$ cat config.mk
export PLATFORM = sky130hd
export DESIGN_NAME = tdm_demux4
export DESIGN_NICKNAME = d
export VERILOG_FILES = /design/src/rtl/tdm_demux4.sv
export SDC_FILE = /design/constraint.sdc
export NUM_CORES = 1
export LEC_CHECK = 0
export ABC_AREA = 1
export CORE_MARGIN = 2
export CORE_UTILIZATION = 53
export DETAILED_ROUTE_END_ITERATION = 12
export HOLD_SLACK_MARGIN = 0.08
export PLACE_DENSITY = 0.89
export SYNTH_ARGS = -nofsm -noshare
export SYNTH_HDL_FRONTEND = slang
export SYNTH_SLANG_ARGS = --single-unit
$ cat constraint.sdc
create_clock -name clk -period 3.1 [get_ports clk]
set_clock_uncertainty 0.2 [all_clocks]
set_input_delay 0.31 -clock clk [delete_from_list [all_inputs] [get_ports clk]]
set_output_delay 0.31 -clock clk [all_outputs]
set_load 0.01 [all_outputs]
$ cat src/rtl/tdm_demux4.sv
// Receive-side 4-slot TDM demultiplexer with frame-sync lock tracking.
// Outputs change only on complete frames and hold between them.
module tdm_demux4 #(
    parameter int unsigned MISS_MAX = 3
) (
    input  logic       clk,
    input  logic       rst,
    input  logic       tick,
    input  logic       din,
    input  logic       frame_sync,
    output logic [3:0] y,
    output logic       frame_valid,
    output logic       locked,
    output logic       sync_err
);

    typedef enum logic {
        HUNT,
        LOCKED
    } state_t;

    localparam logic [3:0] MISS_LIM = 4'(MISS_MAX);

    state_t     state_q, state_d;
    logic [1:0] slot_q, slot_d;
    logic [3:0] miss_cnt_q, miss_cnt_d;
    logic [2:0] shadow_q, shadow_d;
    logic [3:0] y_q, y_d;
    logic       frame_valid_q, frame_valid_d;
    logic       sync_err_q, sync_err_d;
    logic [3:0] miss_inc;

    assign miss_inc = miss_cnt_q + 4'd1;

    always_comb begin
        state_d       = state_q;
        slot_d        = slot_q;
        miss_cnt_d    = miss_cnt_q;
        shadow_d      = shadow_q;
        y_d           = y_q;
        frame_valid_d = 1'b0;
        sync_err_d    = 1'b0;

        if (tick) begin
            unique case (state_q)
                HUNT: begin
                    if (frame_sync) begin
                        shadow_d[0] = din;
                        slot_d      = 2'd1;
                        miss_cnt_d  = 4'd0;
                        state_d     = LOCKED;
                    end
                end
                LOCKED: begin
                    if (slot_q == 2'd0) begin
                        if (frame_sync) begin
                            shadow_d[0] = din;
                            slot_d      = 2'd1;
                            miss_cnt_d  = 4'd0;
                        end else if (miss_inc >= MISS_LIM) begin
                            // Too many missed markers: drop lock, keep y.
                            state_d    = HUNT;
                            slot_d     = 2'd0;
                            miss_cnt_d = 4'd0;
                        end else begin
                            shadow_d[0] = din;
                            slot_d      = 2'd1;
                            miss_cnt_d  = miss_inc;
                        end
                    end else if (frame_sync) begin
                        // Misplaced marker restarts the frame on this tick.
                        sync_err_d  = 1'b1;
                        shadow_d[0] = din;
                        slot_d      = 2'd1;
                        miss_cnt_d  = 4'd0;
                    end else begin
                        unique case (slot_q)
                            2'd1: shadow_d[1] = din;
                            2'd2: shadow_d[2] = din;
                            default: begin
                                y_d           = {din, shadow_q};
                                frame_valid_d = 1'b1;
                            end
                        endcase
                        slot_d = slot_q + 2'd1;
                    end
                end
                default: state_d = HUNT;
            endcase
        end
    end

    always_ff @(posedge clk) begin
        if (rst) begin
            state_q       <= HUNT;
            slot_q        <= 2'd0;
            miss_cnt_q    <= 4'd0;
            shadow_q      <= 3'd0;
            y_q           <= 4'd0;
            frame_valid_q <= 1'b0;
            sync_err_q    <= 1'b0;
        end else begin
            state_q       <= state_d;
            slot_q        <= slot_d;
            miss_cnt_q    <= miss_cnt_d;
            shadow_q      <= shadow_d;
            y_q           <= y_d;
            frame_valid_q <= frame_valid_d;
            sync_err_q    <= sync_err_d;
        end
    end

    assign y           = y_q;
    assign frame_valid = frame_valid_q;
    assign sync_err    = sync_err_q;
    assign locked      = (state_q == LOCKED);

endmodule
; Word-level counts from Yosys, hierarchy flattened
; Index checks and enable logic that the tools add are counted.
[totals]
word_cells = 52
output_inout_bits = 7
register_bits = 16
inputBits = 5
[op_classes]
muxes = 22
magnitude_cmp = 1
n_addsub = 2
eq_ne = 4
bitwise = 5
n_reduce_logical = 9
[op_table]
columns = op, n
row1 = $mux 4, 4
row2 = $reduce_and 5->1, 3
row3 = $mux 1, 11
row4 = $pmux 4 s2, 1
row5 = $mux 2, 3
row6 = $not 1->1, 5
row7 = $reduce_or 5->1, 1
row8 = $add 4x1->4 const B, 1
row9 = $ge 4x2->1 const B, 1
row10 = $ne 4x4->1 const B, 1
row11 = $pmux 1 s2, 2
row12 = $pmux 2 s2, 1
row13 = $reduce_and 2->1, 2
row14 = $reduce_or 4->1, 1
row15 = $add 2x1->2 const B, 1
row16 = $eq 2x1->1 const B, 1
row17 = $eq 2x2->1 const B, 1
row18 = $logic_not 2->1, 1
row19 = $ne 2x2->1 const B, 1
row20 = $reduce_or 2->1, 1

; Logic depth before layout (Yosys ltp)
; Gate-level depths: netlist of run 1.
[logic_depth]
depth_word = 6
ltp_mapped = 10
ltp_nobuf = 10

; Worst setup path after synthesis of run 1
; OpenSTA, ideal clock, no wires.
[synth_path]
path_kind = register to register
startpoint = reg slot_q[0]
endpoint = reg shadow_q[0]
setup_time_ns = 0.115
arrival_time_ns = 1.180
setup_slack_ns = 1.605
stages_incl_launch_ff = 9
path_cell_list = dfxtp_1 inv_1 ha_1 nor2_1 nor2_1 a22oi_1 nand3_1 nand2_1 nor2_1
[synth_via]
elab_chain_len = 3
word_cells_on_any_way = 5
classes_between = eq/ne (1) / mux (2) / reduce/logical (2)
[synth_lines]
columns = element, line_no
row1 = from (decl), 25  ; logic [1:0] slot_q, slot_d;
row2 = from (signal assigned), 104  ; slot_q <= slot_d;
row3 = $logic_not 2->1 (*), 55  ; if (slot_q == 2'd0) begin
row4 = $ne 4x4->1 (no source line) / $mux 1 (equally long branches), -
row5 = $reduce_and 2->1 (no source line) / $pmux 1 s2 (equally long branches), -
row6 = to (signal assigned), 106  ; shadow_q <= shadow_d;
row7 = to (decl), 27  ; logic [2:0] shadow_q, shadow_d;
; Mark *: on every way between the ends. The rest lies on a longest branch, timed or not.
; A chain may end at the register's enable or synchronous reset.

; Final worst setup path of run 1
[layout_path]
startpoint = reg state_q, in the netlist locked
endpoint = out locked
[layout_rtl]
columns = element, line_no
row1 = from (decl), 24  ; state_t state_q, state_d;
row2 = from (signal assigned), 103  ; state_q <= state_d;
row3 = to (decl), 13  ; output logic locked,
; No word-level cell between the ends.

==> results of run 1 <==
[metal layers]
metal	GRT usage [%]	part of all wire (%)	up-vias
met5	0	0	-
met4	11.3	2.4	0
met3	3.88	7.0	5
met2	30.8	42	30
met1	23.8	48	302
li1	-	-	368
[cells in the mapped netlist, drive strengths merged]
| cell type | number | area share [%] |
|---|---|---|
| a21oi | 11 | 8.9 |
| a22oi | 1 | 0.95 |
| clkbuf | 1 | 0.48 |
| dfxtp | 16 | 41 |
| ha | 6 | 9.5 |
| inv | 17 | 8.1 |
| nand2 | 23 | 12 |
| nand3 | 6 | 3.8 |
| nand4 | 2 | 1.6 |
| nor2 | 14 | 7.9 |
| nor3 | 2 | 1.3 |
| nor4 | 2 | 1.6 |
| o21ai | 5 | 3.7 |
[sequential cells by signal, summed over array words and instances (netlist names)]
| name | flops |
|---|---|
| miss_cnt_q | 4 |
| y | 4 |
| frame_valid | 1 |
| shadow_q | 3 |
| slot_q | 2 |
| sync_err | 1 |
| locked | 1 |
[power groups by stage]
stage          logic (mW)  registers (mW)  clock network (mW)
6_report           0.0393           0.213               0.137
5_1_grt            0.0445           0.214               0.149
4_1_cts            0.0394           0.213               0.142
3_5_place_dp       0.0390           0.218                   0
3_3_place_gp       0.0383           0.218                   0
2_1_floorplan      0.0254           0.217                   0
[metrics by stage]
stage               instances  area, um^2
finish                    135         950
global route              135         950
CTS                       135         950
detailed placement        131         913
global placement          131         913
floorplan                 106         788
[kinds of logic after synthesis]
family | Yosys count | share of synthesized area (%)
flops | 16 | 40.6
fa+ha+maj | 6 | 9.52
compound gates | 17 | 13.5
buf+inv | 18 | 8.57
simple gates | 49 | 27.8
[cell type report]
cell class	instances	area, um^2	area share (%)
clock buffer	4	36.3	3.82
inverter	17	63.8	6.72
multi-input combinational	72	400	42.2
sequential	16	320	33.7
tap	15	18.8	1.98
timing repair buffer	11	110	11.6
[path summary, 6_finish.rpt]
path / startpoint / end / slack (ns) / depth (start not counted)
worst min register to register: miss_cnt_q[3] / miss_cnt_q[3] / 0.27 / 2
worst max register to register: slot_q[0] / shadow_q[2] / 1.40 / 7
worst max-delay path: locked / locked / 1.22 / 1
worst min-delay path: miss_cnt_q[3] / miss_cnt_q[3] / 0.27 / 2
==> summary.md, run 1 <==
| Metric | Value |
|---|---|
| Pre-CTS setup slack | `1.29 ns` |
| Startpoint types | `register` |
| Max IR drop VDD | `0.329 mV` |
| CP max FO | `7` |
| Setup TNS | `0 ns` |
| CTS clk-pin slew, worst paths | `0.08 ns` |
| Initial antenna violation count | `0` |
| FF+latch count, synth | `16` |
| Critical-path cell list | `clkdlybuf4s50_1` |
| WP buf/inv | `1` |
| Layout cells sized above 1 | `11.7%` |
| Internal Power | `0.296 mW` |
| # diodes | `0` |
| Ys Warns | `0` |
| Routability cong. | `0.837` |
| IO Port Bufs | `11` |
| Tot GR Track Use | `19.3%` |
| Post-CTS sizing | `0` |
| Mapped Nets | `117` |
| Top delay family on crit path | `buffers and inverters` |
| Pwr per Cell Area | `410 mW/mm^2` |
| Clock Sinks | `16` |
| Seq pwr share | `54.8%` |
| Clock Path Buffers | `2` |
| IO Count | `12` |
| Required time of the critical path | `2.59 ns` |
| Total gr overflow | `0` |
| Vias | `705` |
| Drt drc | `0` |
| Commonest non-fill, non-tap cells in the layout | `21 x nand2_1, 16 x dfxtp_1, 14 x inv_1` |
| TritonCTS clock tree | `built` |
| Pin count of the biggest net entering global routing | `12` |
| Root Buffer | `clkbuf_4` |
| Worst hold margin | `0.265 ns` |
| Minimum clock period | `1.88 ns` |
| Vias in the first global route | `640` |
| Switch Pwr | `0.0932 mW` |
| Comb pwr share | `10.1%` |
| FILL cells | `100` |
| Tot Pwr | `0.389 mW` |
| Pin slew with the least headroom to its limit | `0.388 ns` |
| Gate Count Post-Synth | `106` |
| Htree depth | `1` |
| Num CTS Buffers | `3` |
| Largest stage delay, worst path | `0.60 ns` |
| DRT iter0 DRCs | `17` |
| Die area | `0.00181 mm^2` |
| Initial Utilization | `58.4%` |
| Max Clock Freq | `532 MHz` |
| Power share of the clock group | `35.2%` |
| Global-route wire length before repair | `2640 um` |
| Distinct cell type count after synthesis | `20` |
| Worst Hold Class | `register to register` |
| Final core occ | `70.3%` |
| Worst skew pair latency | `0.29 ns` |
| Final net count | `132` |
| Row cnt | `13` |
| Syn_area_per_cell | `7.44 um^2` |
| Crit path DAT | `1.37 ns` |
| Routed Antenna Nets | `0` |
| Commonest non-fill, non-tap cell in the layout | `nand2_1` |
| Final Setup Violations | `0` |
| Final slew viol count | `0` |
| Post-Synthesis Cell Area | `788 um^2` |
| Drt first pass iters | `4` |
| Final hold viol count | `0` |
| Worst setup EP type | `output pin` |
| Seq/Total Area, Yosys | `40.6%` |
| Max Cap Viol | `0` |
| Status | `finished clean` |
| Area Overhead vs Synth | `20.5%` |
| Core region area | `0.00135 mm^2` |
| DR vias/cell | `5.22` |
| Switch share | `23.9%` |
| Tcrit/Tclk final | `60.6%` |
| Crit-path slowest cell | `clkdlybuf4s50_1` |
| Worst setup path category | `register to output pin` |
| Pleak | `0.393 nW` |
| Post-DP HPWL | `1130 um` |
| Setup WS post-layout | `1.22 ns` |
| Slew HR | `74.1%` |
| Postcts setup bufs | `0` |
| Drt wl/cell | `10.9 um` |
| Die H | `42.6 um` |
| Total Wirelength | `1470 um` |
| Die W | `42.6 um` |
| Unrepaired setup endpoints after global routing | `false` |
| Hold_buf cts | `0` |
Note: power is estimated with default switching activity, not from simulation.
==> run 2, diff against run 1 <==
Settings changed: CORE_UTILIZATION 53 to 51, PLACE_DENSITY 0.89 to 0.86.
Clock period 3.1 ns to 2 ns, I/O delays scaled along.
==> summary.md, run 2 (synthesis gave the netlist of run 1 again) <==
| Metric | Value |
|---|---|
| Comb pwr share | `10.3%` |
| Post-DP HPWL | `1150 um` |
| IO Port Bufs | `11` |
| Core region area | `0.00147 mm^2` |
| Unrepaired setup endpoints after global routing | `false` |
| Num CTS Buffers | `3` |
| # diodes | `0` |
| Internal Power | `0.459 mW` |
| Die area | `0.00188 mm^2` |
| IO Count | `12` |
| Crit path DAT | `1.72 ns` |
| Root Buffer | `clkbuf_4` |
| Placed cell count | `132` |
| Slew HR | `70.6%` |
| Pleak | `0.393 nW` |
| Tot Pwr | `0.606 mW` |
| Area Overhead vs Synth | `20.6%` |
| Status | `finished clean` |
| Worst Hold Class | `register to register` |
| Drt first pass iters | `4` |
| Drt drc | `0` |
| Setup TNS | `0 ns` |
| Row cnt | `14` |
| Global-route wire length before repair | `2500 um` |
| Commonest non-fill, non-tap cells in the layout | `21 x nand2_1, 16 x dfxtp_1, 14 x inv_1` |
| Hold_buf cts | `0` |
| Worst setup path category | `register to register` |
| Pin slew with the least headroom to its limit | `0.440 ns` |
| Routed Antenna Nets | `0` |
| Power share of the clock group | `35.3%` |
| CTS clk-pin slew, worst paths | `0.09 ns` |
| Post-CTS sizing | `0` |
| Worst skew pair latency | `0.29 ns` |
| Final net count | `132` |
| Final hold viol count | `0` |
| Clock Sinks | `16` |
| Worst hold margin | `0.263 ns` |
| Total Wirelength | `1490 um` |
| Initial Utilization | `53.6%` |
| Htree depth | `1` |
| Routability cong. | `0.884` |
| Initial antenna violation count | `0` |
| DR vias/cell | `5.18` |
| Max IR drop VDD | `0.572 mV` |
| Final core occ | `64.6%` |
| Commonest non-fill, non-tap cell in the layout | `nand2_1` |
| Final slew viol count | `0` |
| Max Cap Viol | `0` |
| Worst setup EP type | `register` |
| Die H | `43.3 um` |
| Pwr per Cell Area | `638 mW/mm^2` |
| Max Clock Freq | `579 MHz` |
| Die W | `43.3 um` |
| Tcrit/Tclk final | `86.4%` |
| Vias in the first global route | `632` |
| Postcts setup bufs | `0` |
| Minimum clock period | `1.73 ns` |
| Seq pwr share | `54.4%` |
| Drt wl/cell | `10.9 um` |
| TritonCTS clock tree | `built` |
| Vias | `704` |
| Final Setup Violations | `0` |
| Startpoint types | `register` |
| Switch share | `24.3%` |
| Post-Layout Cell Count | `136` |
| CP max FO | `5` |
| DRT iter0 DRCs | `15` |
| Switch Pwr | `0.147 mW` |
| Clock Path Buffers | `2` |
| Tot GR Track Use | `17.9%` |
| Pin count of the biggest net entering global routing | `12` |
| Required time of the critical path | `1.99 ns` |
| Layout cells sized above 1 | `11.7%` |
| Total gr overflow | `0` |
## run 2: cell counts in the layout (fill, tap and decap cells not counted)
Identical to the previous run, type by type.
## run 2: metrics by stage
| step | setup WS (ns) | area (um^2) |
|---|---|---|
| 2_1_floorplan | 0.505 | 788 |
| 3_3_place_gp | 0.372 | 915 |
| 3_5_place_dp | 0.310 | 915 |
| 4_1_cts | 0.250 | 951 |
| 5_1_grt | 0.151 | 951 |
| 6_report | 0.272 | 951 |
## run 2: cell type report
| cell class | instances | area, um^2 |
|---|---|---|
| Timing Repair Buffer | 11 | 110 |
| Multi-Input combinational cell | 72 | 400 |
| Sequential cell | 16 | 320 |
| Clock buffer | 4 | 36.3 |
| Fill cell | 137 | 520 |
| Inverter | 17 | 63.8 |
| Tap cell | 16 | 20.0 |
## run 2: metal layers
layer	up-vias	GRT usage [%]	wire length, um
li1	368	-	-
met1	318	22.0	654
met2	13	29.3	740
met3	5	3.83	65
met4	0	9.09	28
met5	-	0	0
## run 2: final timing paths
check / depth (start not counted) / slack (ns) / to / from
setup / recovery: 8 / 0.27 / shadow_q[0] / slot_q[0]
hold reg to reg: 2 / 0.26 / shadow_q[1] / shadow_q[1]
hold / removal: 2 / 0.26 / shadow_q[1] / shadow_q[1]
setup reg to reg: 8 / 0.27 / shadow_q[0] / slot_q[0]
## run 2: power by group through the flow
stage | combinational (mW) | clock (mW) | sequential (mW)
6_report | 0.0626 | 0.214 | 0.330
5_1_grt | 0.0694 | 0.229 | 0.331
4_1_cts | 0.0623 | 0.220 | 0.330
3_5_place_dp | 0.0615 | 0 | 0.337
3_3_place_gp | 0.0596 | 0 | 0.337
2_1_floorplan | 0.0394 | 0 | 0.337
## run 2: worst max-delay path, cell delays in order (launching register included)
cell     delay, ns
dfxtp_1       0.41
inv_1         0.10
ha_1          0.24
nor2_1        0.25
nor2_1        0.08
a22oi_1       0.15
nand3_1       0.10
nand2_1       0.06
nor2_1        0.04
==> run 3, diff against run 2 <==
--- a/config.mk
+++ b/config.mk
@@ -7,5 +7,4 @@
 export LEC_CHECK = 0
 export ABC_AREA = 1
-export CORE_MARGIN = 2
 export CORE_UTILIZATION = 51
 export DETAILED_ROUTE_END_ITERATION = 12
==> constraint.sdc (replaced) <==
create_clock -name clk -period 2 [get_ports clk]
set_clock_uncertainty 0.2 [all_clocks]
set_input_delay 0.2 -clock clk [delete_from_list [all_inputs] [get_ports clk]]
set_output_delay 0.2 -clock clk [all_outputs]
set_load 0.05 [all_outputs]
==> summary.md, run 3 (synthesis gave the netlist of run 1 again) <==
| Metric | Value |
|---|---|
| Status | `finished clean` |
| Tot GR Track Use | `21.9%` |
| Core region area | `0.00137 mm^2` |
| Final hold viol count | `0` |
| Row cnt | `13` |
| Layout cells sized above 1 | `11.8%` |
| Drt drc | `0` |
| Die H | `41.3 um` |
| Max Clock Freq | `547 MHz` |
| CTS clk-pin slew, worst paths | `0.08 ns` |
| Worst Hold Class | `register to register` |
| Htree depth | `1` |
| Crit-path slowest cell | `clkdlybuf4s50_1` |
| Max IR drop VDD | `0.339 mV` |
| Num CTS Buffers | `3` |
| Minimum clock period | `1.83 ns` |
| Total gr overflow | `0` |
| Unrepaired setup endpoints after global routing | `false` |
| Area Overhead vs Synth | `18.4%` |
| R2R Path Start | `slot_q[0]` |
| Die W | `41.3 um` |
| WP buf/inv | `1` |
| Post-DP HPWL | `1130 um` |
| Final slew viol count | `0` |
| R2R setup slack | `0.35 ns` |
| Vias | `683` |
| FILL cells | `113` |
| Commonest non-fill, non-tap cells in the layout | `21 x nand2_1, 16 x dfxtp_1, 14 x inv_1` |
| Routability cong. | `0.777` |
| Post-CTS sizing | `0` |
| Setup TNS | `0 ns` |
| Startpoint types | `register` |
| Post-Layout Cell Count | `134` |
| Pleak | `0.387 nW` |
| Critical Path Start | `y[1]` |
| Critical-path cell list | `clkdlybuf4s50_1` |
| Top delay family on crit path | `buffers and inverters` |
| Hold_buf cts | `0` |
| Commonest non-fill, non-tap cell in the layout | `nand2_1` |
| DR vias/cell | `5.10` |
| FF-to-FF path depth | `7` |
| Root Buffer | `clkbuf_4` |
| TritonCTS clock tree | `built` |
| Tcrit/Tclk final | `91.5%` |
| Slew HR | `66.9%` |
| Total Wirelength | `1460 um` |
| IO Port Bufs | `11` |
| # diodes | `0` |
| Hold-critical path depth | `2` |
| Drt first pass iters | `4` |
| Crit path depth | `1` |
| Routed Antenna Nets | `0` |
| Worst setup EP type | `output pin` |
| Die area | `0.00171 mm^2` |
| Clock Sinks | `16` |
| Max Cap Viol | `0` |
| Pwr per Cell Area | `602 mW/mm^2` |
| Drt wl/cell | `10.9 um` |
| Required time of the critical path | `1.60 ns` |
| Final Setup Violations | `0` |
| Pin slew with the least headroom to its limit | `0.496 ns` |
| Worst setup path category | `register to output pin` |
| Placed cell count | `131` |
| Initial Utilization | `57.7%` |
| Worst skew pair latency | `0.29 ns` |
| Pin count of the biggest net entering global routing | `12` |
| Largest stage delay, worst path | `0.80 ns` |
| Vias in the first global route | `598` |
| Final net count | `132` |
| Initial antenna violation count | `0` |
| DRT iter0 DRCs | `12` |
| Crit path DAT | `1.43 ns` |
| IO Count | `12` |
| Global-route wire length before repair | `2410 um` |
| CP max FO | `2` |
| Postcts setup bufs | `0` |
| Clock Path Buffers | `2` |
| Hold Path Origin | `shadow_q[1]` |
[run 3: cell types whose count changed in the layout (fill, tap and decap cells not counted), sizes merged]
cell / previous run / this run
clkdlybuf4s50: 11 / 10
clkbuf: 4 / 3
buf: 0 / 1
[run 3: area by class of cell]
class,count,area (um^2),area share (%)
flip-flops and latches,16,320,34.3
repair buffers,11,108,11.5
clock buffers,3,22.5,2.41
well taps,15,18.8,2.01
inverters,17,63.8,6.84
multi-input cells,72,400,42.9
[run 3: layer usage]
metal  GRT usage [%]  up-vias  wire length, um
met4            12.1        0               34
met5               0        -                0
met3            4.79        5               63
met2            35.5       16              639
met1            26.8      294              722
li1                -      368                -
[run 3: worst paths after layout]
path,end
setup reg to reg,shadow_q[1]
hold reg to reg,shadow_q[1]
hold / removal,shadow_q[1]
setup / recovery,y[1]
[run 3: power breakdown]
group	leakage, nW	internal (mW)	switching [mW]	total [mW]
clock network	0.0138	0.0701	0.0964	0.166
registers	0.130	0.324	0.00631	0.330
logic	0.244	0.0239	0.0416	0.0655
total	0.387	0.418	0.144	0.562
[run 3: metrics by stage]
| stage | hold slack, ns | power (mW) | setup WS (ns) | cell area [um^2] | utilization, % |
|---|---|---|---|---|---|
| 5_1_grt | 0.287 | 0.591 | 0.109 | 933 | 68.3 |
| 6_report | 0.265 | 0.562 | 0.171 | 933 | 68.3 |
| 3_5_place_dp | 0.253 | 0.402 | 0.318 | 911 | 66.7 |
| 3_3_place_gp | 0.248 | 0.401 | 0.321 | 911 | 66.7 |
| 2_1_floorplan | 0.148 | 0.381 | 0.373 | 788 | - |
| 4_1_cts | 0.267 | 0.568 | 0.155 | 933 | 68.3 |
